File: config.mk
export PLATFORM = sky130hd
export DESIGN_NAME = alu_seq
export DESIGN_NICKNAME = d
export VERILOG_FILES = /design/src/rtl/alu_seq.sv
export SDC_FILE = /design/constraint.sdc
export NUM_CORES = 1
export LEC_CHECK = 0
export CAP_MARGIN = 20
export CORE_ASPECT_RATIO = 2
export CORE_MARGIN = 3
export CORE_UTILIZATION = 35
export DETAILED_ROUTE_END_ITERATION = 10
export DONT_BUFFER_PORTS = 1
export REMOVE_ABC_BUFFERS = 1
export SETUP_SLACK_MARGIN = 0.2
export SLEW_MARGIN = 20
export SYNTH_ARGS = -nofsm -noshare
export SYNTH_HDL_FRONTEND = slang
export SYNTH_SLANG_ARGS = --single-unit
File: constraint.sdc
create_clock -name clk -period 5 [get_ports clk]
set_input_delay 0.25 -clock clk [delete_from_list [all_inputs] [get_ports clk]]
set_output_delay 0.25 -clock clk [all_outputs]
set_load 0.03 [all_outputs]
File: src/rtl/alu_seq.sv
// alu_seq: ALU with single-cycle ops plus iterative shift-add multiply and restoring divide.
// Define ALU_SEQ_DIV_EN to build the divider; without it Op=10 behaves as the reserved Op=11.
module alu_seq #(
   parameter int WIDTH = 32
) (
   input  logic             clk,
   input  logic             reset,
   input  logic             in_valid,
   output logic             in_ready,
   input  logic [WIDTH-1:0] A,
   input  logic [WIDTH-1:0] B,
   input  logic [5:0]       ALUFun,
   input  logic             Sign,
   input  logic [1:0]       Op,
   output logic             out_valid,
   output logic [WIDTH-1:0] OUT,
   output logic [WIDTH-1:0] HI,
   output logic [WIDTH-1:0] LO,
   output logic             div_zero
);

   localparam int SHW = $clog2(WIDTH);

   typedef enum logic [1:0] {StIdle, StMul, StDiv, StDone} state_e;

   state_e             state_q, state_d;
   logic [SHW-1:0]     cnt_q, cnt_d;
   logic [WIDTH-1:0]   acc_hi_q, acc_hi_d, acc_lo_q, acc_lo_d, m_q, m_d;
   logic               neg_q, neg_d;
   logic               out_valid_q, out_valid_d;
   logic [WIDTH-1:0]   out_q, out_d, hi_q, hi_d, lo_q, lo_d;
   logic               accept;
   logic [WIDTH-1:0]   alu_res, abs_a, abs_b;
   logic [SHW-1:0]     shamt;
   logic [WIDTH:0]     mul_add;
   logic [WIDTH-1:0]   mul_hi_n, mul_lo_n;
   logic [2*WIDTH-1:0] prod, prod_fix;
`ifdef ALU_SEQ_DIV_EN
   logic               negr_q, negr_d;
   logic               dz_q, dz_d;
   logic [WIDTH:0]     div_sh, div_diff;
   logic               div_ok;
   logic [WIDTH-1:0]   rem_n, quo_n;
`endif

   assign in_ready  = (state_q == StIdle) || (state_q == StDone);
   assign accept    = in_valid & in_ready;
   assign out_valid = out_valid_q;
   assign OUT       = out_q;
   assign HI        = hi_q;
   assign LO        = lo_q;
`ifdef ALU_SEQ_DIV_EN
   assign div_zero  = dz_q;
`else
   assign div_zero  = 1'b0;
`endif

   assign shamt = A[SHW-1:0];
   assign abs_a = (Sign && A[WIDTH-1]) ? -A : A;
   assign abs_b = (Sign && B[WIDTH-1]) ? -B : B;

   always_comb begin
      alu_res = A;
      case (ALUFun[5:4])
         2'b00: alu_res = ALUFun[0] ? (A - B) : (A + B);
         2'b01: begin
            case (ALUFun[3:0])
               4'b1000: alu_res = A & B;
               4'b1110: alu_res = A | B;
               4'b0110: alu_res = A ^ B;
               4'b0001: alu_res = ~(A | B);
               default: alu_res = A;
            endcase
         end
         2'b10: begin
            case (ALUFun[1:0])
               2'b01:   alu_res = B >> shamt;
               2'b11:   alu_res = $unsigned($signed(B) >>> shamt);
               default: alu_res = B << shamt;
            endcase
         end
         default: begin
            alu_res = '0;
            case (ALUFun)
               6'b110011: alu_res[0] = (A == B);
               6'b110001: alu_res[0] = (A != B);
               6'b110101: alu_res[0] = Sign ? ($signed(A) < $signed(B)) : (A < B);
               6'b111101: alu_res[0] = A[WIDTH-1] | (A == '0);
               6'b111011: alu_res[0] = A[WIDTH-1];
               6'b111111: alu_res[0] = ~A[WIDTH-1] & (A != '0);
               default:   alu_res[0] = 1'b0;
            endcase
         end
      endcase
   end

   // One shift-add step: {carry, hi, lo} >> 1 after conditionally adding the multiplicand.
   assign mul_add  = acc_lo_q[0] ? ({1'b0, acc_hi_q} + {1'b0, m_q}) : {1'b0, acc_hi_q};
   assign mul_hi_n = mul_add[WIDTH:1];
   assign mul_lo_n = {mul_add[0], acc_lo_q[WIDTH-1:1]};
   assign prod     = {mul_hi_n, mul_lo_n};
   assign prod_fix = neg_q ? -prod : prod;

`ifdef ALU_SEQ_DIV_EN
   assign div_sh   = {acc_hi_q, acc_lo_q[WIDTH-1]};
   assign div_diff = div_sh - {1'b0, m_q};
   assign div_ok   = ~div_diff[WIDTH];
   assign rem_n    = div_ok ? div_diff[WIDTH-1:0] : div_sh[WIDTH-1:0];
   assign quo_n    = {acc_lo_q[WIDTH-2:0], div_ok};
`endif

   always_comb begin
      state_d     = state_q;
      cnt_d       = cnt_q;
      acc_hi_d    = acc_hi_q;
      acc_lo_d    = acc_lo_q;
      m_d         = m_q;
      neg_d       = neg_q;
      out_valid_d = 1'b0;
      out_d       = out_q;
      hi_d        = hi_q;
      lo_d        = lo_q;
`ifdef ALU_SEQ_DIV_EN
      negr_d      = negr_q;
      dz_d        = 1'b0;
`endif
      case (state_q)
         StIdle, StDone: begin
            state_d = StIdle;
            if (accept) begin
               case (Op)
                  2'b00: begin
                     out_d       = alu_res;
                     out_valid_d = 1'b1;
                  end
                  2'b01: begin
                     acc_hi_d = '0;
                     acc_lo_d = abs_b;
                     m_d      = abs_a;
                     neg_d    = Sign & (A[WIDTH-1] ^ B[WIDTH-1]);
                     cnt_d    = SHW'(WIDTH - 1);
                     state_d  = StMul;
                  end
`ifdef ALU_SEQ_DIV_EN
                  2'b10: begin
                     // Raw A is kept when B=0 so the divide-by-zero path can return it in HI.
                     acc_hi_d = '0;
                     acc_lo_d = (B == '0) ? A : abs_a;
                     m_d      = abs_b;
                     neg_d    = Sign & (A[WIDTH-1] ^ B[WIDTH-1]);
                     negr_d   = Sign & A[WIDTH-1];
                     cnt_d    = SHW'(WIDTH - 1);
                     state_d  = StDiv;
                  end
`endif
                  default: begin
                     out_d       = '0;
                     out_valid_d = 1'b1;
                  end
               endcase
            end
         end
         StMul: begin
            acc_hi_d = mul_hi_n;
            acc_lo_d = mul_lo_n;
            cnt_d    = cnt_q - 1'b1;
            if (cnt_q == '0) begin
               state_d     = StDone;
               out_valid_d = 1'b1;
               hi_d        = prod_fix[2*WIDTH-1:WIDTH];
               lo_d        = prod_fix[WIDTH-1:0];
               out_d       = prod_fix[WIDTH-1:0];
            end
         end
`ifdef ALU_SEQ_DIV_EN
         StDiv: begin
            if (m_q == '0) begin
               state_d     = StDone;
               out_valid_d = 1'b1;
               dz_d        = 1'b1;
               hi_d        = acc_lo_q;
               lo_d        = '1;
               out_d       = '1;
            end else begin
               acc_hi_d = rem_n;
               acc_lo_d = quo_n;
               cnt_d    = cnt_q - 1'b1;
               if (cnt_q == '0) begin
                  state_d     = StDone;
                  out_valid_d = 1'b1;
                  hi_d        = negr_q ? -rem_n : rem_n;
                  lo_d        = neg_q ? -quo_n : quo_n;
                  out_d       = neg_q ? -quo_n : quo_n;
               end
            end
         end
`endif
         default: state_d = StIdle;
      endcase
   end

   always_ff @(posedge clk or negedge reset) begin
      if (!reset) begin
         state_q     <= StIdle;
         cnt_q       <= '0;
         acc_hi_q    <= '0;
         acc_lo_q    <= '0;
         m_q         <= '0;
         neg_q       <= 1'b0;
         out_valid_q <= 1'b0;
         out_q       <= '0;
         hi_q        <= '0;
         lo_q        <= '0;
`ifdef ALU_SEQ_DIV_EN
         negr_q      <= 1'b0;
         dz_q        <= 1'b0;
`endif
      end else begin
         state_q     <= state_d;
         cnt_q       <= cnt_d;
         acc_hi_q    <= acc_hi_d;
         acc_lo_q    <= acc_lo_d;
         m_q         <= m_d;
         neg_q       <= neg_d;
         out_valid_q <= out_valid_d;
         out_q       <= out_d;
         hi_q        <= hi_d;
         lo_q        <= lo_d;
`ifdef ALU_SEQ_DIV_EN
         negr_q      <= negr_d;
         dz_q        <= dz_d;
`endif
      end
   end

endmodule

After elaboration in Yosys (flattened, before gate mapping)
Index checks and enable logic that the tools add are counted.
{ "classes": {"addsub": 7, "mul": 0, "n_div": 0, "n_lt_le_gt_ge": 2, "eq_ne": 23, "shifts": 3, "mux": 31, "n_bitwise": 10, "n_reduce_logical": 15} }
{ "ops": {"columns": ["op", "count"], "rows": [
  ["$pmux W32 S2", 5],
  ["$mux W32", 9],
  ["$pmux W32 S4", 1],
  ["$pmux W32 S3", 1],
  ["$lt A32 B32 Y1", 2],
  ["$mux W64", 1],
  ["$neg A32 Y32", 2],
  ["$neg A64 Y64", 1],
  ["$eq A6 B6 Y1 const B", 6],
  ["$add A32 B32 Y33", 1],
  ["$mux W33", 1],
  ["$add A32 B32 Y32", 1],
  ["$and A32 B32 Y32", 1],
  ["$eq A32 B32 Y1", 1],
  ["$logic_not A32 Y1", 1],
  ["$ne A32 B32 Y1", 1],
  ["$not A32 Y32", 1],
  ["$or A32 B32 Y32", 1],
  ["$reduce_bool A32 Y1", 1],
  ["$shl A32 B5 Y32", 1],
  ["$shr A32 B5 Y32", 1],
  ["$sshr A32 B5 Y32", 1],
  ["$sub A32 B32 Y32", 1],
  ["$xor A32 B32 Y32", 1],
  ["other kinds (28)", 48]
]} }
{ "word_totals": {"register_bits": 201, "latch_bits": 0, "mem_bits_rw": 0, "mem_bits_ro": 0, "in_bits": 76, "out_inout_bits": 99, "elab_cells": 101, "memories": 0} }

Depth between registers and ports, before layout
{ "depth": {"word_depth": 7, "depth_mapped": 19, "depth_no_buf": 14} }

Least setup slack after synthesis
OpenSTA, ideal clock, no wires.
{ "synth_path": {"path_kind": "in2reg", "start": "in A[0]", "end": "reg out_q[0], in the netlist OUT[0]", "setup_ns": 0.133, "arrival_time_ns": 4.387, "required_time_ns": 4.867, "slack_ns": 0.479, "stages": 19, "n_path_buf": 5, "cell_sequence": "buf_2 > buf_2 > clkbuf_1 > clkbuf_1 > clkbuf_1 > inv_1 > ha_1 > inv_1 > fa_1 > nand2b_1 > a221oi_1 > o211ai_1 > a21oi_1 > o21bai_1 > a21oi_1 > o22ai_1 > mux2_2 > a2111oi_0 > nor2_1"} }
{ "synth_between": {"elab_chain_cells": 7, "elab_cells_between_ends": 26, "cone_classes": "2 x add/sub; 2 x order compare; 2 x eq/ne; 3 x shift; 9 x mux; 6 x bitwise; 2 x reduce/logical"} }
{ "synth_rtl": {"columns": ["item", "line", "source"], "rows": [
  ["start: declaration", "10", "input logic [WIDTH-1:0] A,"],
  ["$lt A32 B32 Y1, or another cell as far along", "87", "6'b110101: alu_res[0] = Sign ? ($signed(A) < $signed(B)) : (A < B);"],
  ["$mux W1, or another cell as far along", "87", null],
  ["$pmux W1 S6 / $pmux W32 S4 (equally long branches)", "84, 67", null],
  ["$pmux W32 S3 (*)", "64", "case (ALUFun[5:4])"],
  ["$pmux W32 S2 (*)", "131", "case (Op)"],
  ["$mux W32 (*)", "130", "if (accept) begin"],
  ["$pmux W32 S2 (*)", "127", "case (state_q)"],
  ["end signal: assignment", "226", "out_q <= out_d;"],
  ["end: declaration", "31", "logic [WIDTH-1:0] out_q, out_d, hi_q, hi_d, lo_q, lo_d;"]
]} }
Every way passes the cells marked *; elsewhere a longest branch is shown, timed or not. The select of a mux whose other input is x is not followed.
A chain may end at the register's enable or synchronous reset.

Worst setup path in the final report
{ "layout_path": {"start": "in B[27]", "end": "reg out_q[0], in the netlist OUT[0]"} }
{ "layout_between": {"elab_chain_cells": 7, "elab_cells_between_ends": 14, "cone_classes": "2 x order compare; 2 x eq/ne; 3 x shift; 7 x mux"} }
{ "layout_rtl": {"columns": ["item", "line", "source"], "rows": [
  ["start: declaration", "11", "input logic [WIDTH-1:0] B,"],
  ["$lt A32 B32 Y1", "87", null],
  ["$mux W1", "87", null],
  ["$pmux W1 S6", "84", "case (ALUFun)"],
  ["$pmux W32 S3 (*)", "64", null],
  ["$pmux W32 S2 (*)", "131", null],
  ["$mux W32 (*)", "130", null],
  ["$pmux W32 S2 (*)", "127", null]
]} }
Marked as above.

==> results.py <==
metrics = {
    "run_status": {
        "status": "complete, but fails checks",
        "violations": "hold timing",
    },
    "global_routing": {
        "grt_pass1_vias": 23500,
        "grt_pass1_wl_um": 160000,
        "grt_start_max_net_pins": 202,
        "overflow": 0,
        "grtUsageMet3_pct": 9.28,
        "antenna_found_initial": 2,
        "grtUsageMet1_pct": 31.3,
        "met2_usage_pct": 54.5,
        "grt.busiest_layer": "met2",
        "grt.total_usage_pct": 32.8,
    },
    "routing": {
        "first_pass_iters": 6,
        "ant_nets": 0,
        "num_vias": 23800,
        "routed_wl_um": 113000,
        "routedWlPerCell_um": 31.4,
        "drc": 0,
        "drtIter0Drc": 2485,
        "vias_per_cell": 6.61,
    },
    "pwr": {
        "p_per_area_nw_per_um2": 259,
        "pwr-share-seq_pct": 33.8,
        "peakVddDrop_uv": 284,
        "intPower_w": 0.00366,
        "swShare_pct": 41.3,
        "power_w": 0.00623,
        "power.leakage_nw": 9.69,
        "combPwrFrac_pct": 35.9,
        "switchingPower_w": 0.00257,
        "clkPwrFrac_pct": 30.3,
    },
    "clocking": {
        "clk_latency_ns": 0.59,
        "clock-sinks": 201,
        "cts_tree": "built",
        "cts_root_buf": "clkbuf_16",
        "clockBufferDepth": 3,
        "postCtsSetupBuffers": 0,
        "path_clk_slew_ns": 0.08,
        "cts_max_level": 1,
        "postCtsHoldBufs": 44,
        "cts_buffers": 23,
    },
    "sta": {
        "fin_skew_ns": 0.0481,
        "grt_setup_unrepaired": "no",
        "worst_pin_slew_ns": 1.14,
        "period_minus_slack_ns": 4.51,
        "fin_crit_sh_pct": 90.3,
        "hold_violations": 201,
        "slew_viol_final": 0,
        "setup_viol": 0,
        "fmax_mhz": 222,
        "holdWs_ns": -0.614,
        "fin_tns_setup_ns": 0,
        "relSlewSlack_pct": 23.6,
    },
    "logic_synthesis": {
        "synth_top_area_share_pct": 22.6,
        "postSynthAreaPerCell_sq_um": 7.67,
        "synth_edf_count": 0,
        "async_flop_share_pct": 100,
        "synth_commonest_cells": "334 x nand2_1, 305 x o21ai_0, 266 x nor2_1, 201 x dfrtp_1, 200 x clkbuf_1",
        "ys.flop_type": "dfrtp_1",
        "synthAdderAreaFrac_pct": 7.87,
        "synth_cell_types": 98,
        "synth_top_family_by_area": "compound AO/OA/AOI/OAI gates",
        "synth_warnings": 0,
        "synthMuxAreaShare_pct": 8.73,
        "synthSimpleGateAreaFrac_pct": 19.0,
        "syn-cell-area_sq_um": 22200,
        "synthCells": 2898,
        "synth_compound_area_share_pct": 29.5,
        "synth_most_common_cell": "nand2_1",
        "ys_ff_latch": 201,
        "synth_seq_area_share_pct": 22.6,
        "yosysTopAreaCell": "dfrtp_1",
        "synth_area_leaders": "dfrtp_1 23%, ha_1 7.6%, o21ai_0 6.9%",
        "synth_xor_area_share_pct": 6.19,
    },
    "worst_setup_path": {
        "crit_path_end_kind": "flop",
        "worst-endpoint-arrival_ns": 5.00,
        "crit_type": "input pin to flop",
        "cp_cell_sequence": "dlygate4sd3_1 -> inv_1 -> ha_1 -> buf_4 -> nor4_1 -> nand4_1 -> nor4_2 -> xor2_1 -> nor3_1 -> a2111oi_0 -> dlygate4sd3_1 -> nor2_1 -> dlygate4sd3_1",
        "crit_fanout": 11,
        "cp_slowest_cell": "nor4_2",
        "critical_path_buf_inv_count": 5,
        "path_delay_family": "buffers and inverters",
        "crit_top_cell": "dlygate4sd3_1",
        "start_kind": "input pin",
        "required_ns": 5.48,
        "slowest_delay_ns": 0.78,
    },
    "die": {
        "die_area_sq_um": 66700,
        "dieWidth_um": 184,
        "initial_core_util_pct": 35.4,
        "ios": 175,
        "die_h_um": 362,
        "num_rows": 130,
        "core_region_area_sq_um": 62800,
    },
    "placed_design": {
        "portBuffers": 0,
        "hpwlAfterDp_um": 82600,
        "finalWeightedCongestion": 1.08,
    },
    "finish": {
        "area_growth_pct": 8.24,
        "final_layout_size_suffix_gt1_share_pct": 7.96,
        "nets": 3000,
    },
    "worst_hold_path": {
        "hp-class": "input pin to asynchronous set/reset pin",
    },
    "run": {
        "maxCapViolations": 0,
    },
}
sequential cells by signal, indices dropped and copies added, names as in the netlist:
signal / flops
acc_lo_q: 32
LO: 32
acc_hi_q: 32
out_valid: 1
state_q: 2
HI: 32
neg_q: 1
cnt_q: 5
OUT: 32
m_q: 32
final timing paths:
kind	from	to	slack (ns)	cells after the start
max	B[27]	OUT[0]	0.49	13
min	reset	out_valid	-0.61	0
max reg2reg	acc_hi_q[0]	HI[31]	0.50	12
min reg2reg	m_q[4]	m_q[4]	0.48	2
max in group asynchronous	reset	HI[7]	4.98	0
min in group clk	ALUFun[4]	OUT[6]	0.02	3
per-stage QoR:
step / setup slack [ns] / utilization, % / instance area (sq um) / instances / hold slack [ns]
floorplan: 0.156 / - / 21300 / 2663 / -0.0456
global placement: 0.538 / 36.3 / 22800 / 3508 / -0.0248
detailed placement: 0.529 / 36.3 / 22800 / 3508 / -0.0250
CTS: 0.519 / 38.2 / 24000 / 3592 / -0.651
global route: 0.235 / 38.3 / 24000 / 3593 / -0.629
finish: 0.485 / 38.3 / 24100 / 3597 / -0.614
cell families (layout without fill, tap and decap cells):
kind of cell | after synthesis | count (layout)
xor gates and xnor gates | 157 | 157
muxes | 124 | 124
buffers and inverters | 351 | 254
AOI/OAI and AO/OA | 1023 | 1023
and+or+nand+nor | 903 | 903
DFF | 201 | 201
adders and majority gates | 138 | 138
other | 1 | 5
layout make-up:
type	instances	area [sq um]
diodes	4	10.0
repair buffers	98	856
clock buffers	28	634
well taps	792	991
clock inverters	12	168
flip-flops and latches	201	5030
multi-input cells	2346	15900
inverters	116	435
fillers	6633	38700
power groups by stage:
stage               Sequential (W)  Combinational (W)  Clock (W)
floorplan                  0.00204            0.00141          0
global placement           0.00212            0.00209          0
detailed placement         0.00213            0.00210          0
CTS                        0.00210            0.00215    0.00190
global route               0.00212            0.00237    0.00195
finish                     0.00210            0.00224    0.00189
placed cells by master (no fill, tap or decap), types with 42 or more instances in the layout:
master	instances
ha_1	135
dlygate4sd3_1	44
nand2_1	333
nor3_1	53
mux4_2	54
xnor2_1	109
o21ai_0	305
nor2_1	265
inv_1	114
buf_4	52
a21oi_1	199
mux2i_1	51
o22ai_1	42
dfrtp_1	199
xor2_1	48
a22oi_1	44
routing by layer:
metal  vias to the layer above  wire length, um
met3                       600            10200
met1                     11400            34800
met5                         -                0
met2                      1383            53000
met4                         0            14900
li1                      10400                -
worst register-to-register path, cell delays in order, from the launching register on:
cell and delay (ns):
dfrtp_1 0.40, ha_1 0.25, fa_1 0.42, a211oi_2 0.36, o21ai_1 0.22, a21o_1 0.20
a311oi_1 0.44, o21ai_1 0.30, or4b_1 0.65, nand3b_4 0.28, nor3_2 0.38, a21oi_1 0.11
or3_1 0.38
timing repair:
action	in CTS	in global routing
endpoints found under the setup margin	0	1
gates resized for setup	0	1
endpoints found under the hold margin	241	201
No activity file was read; power rests on OpenSTA's default activity.
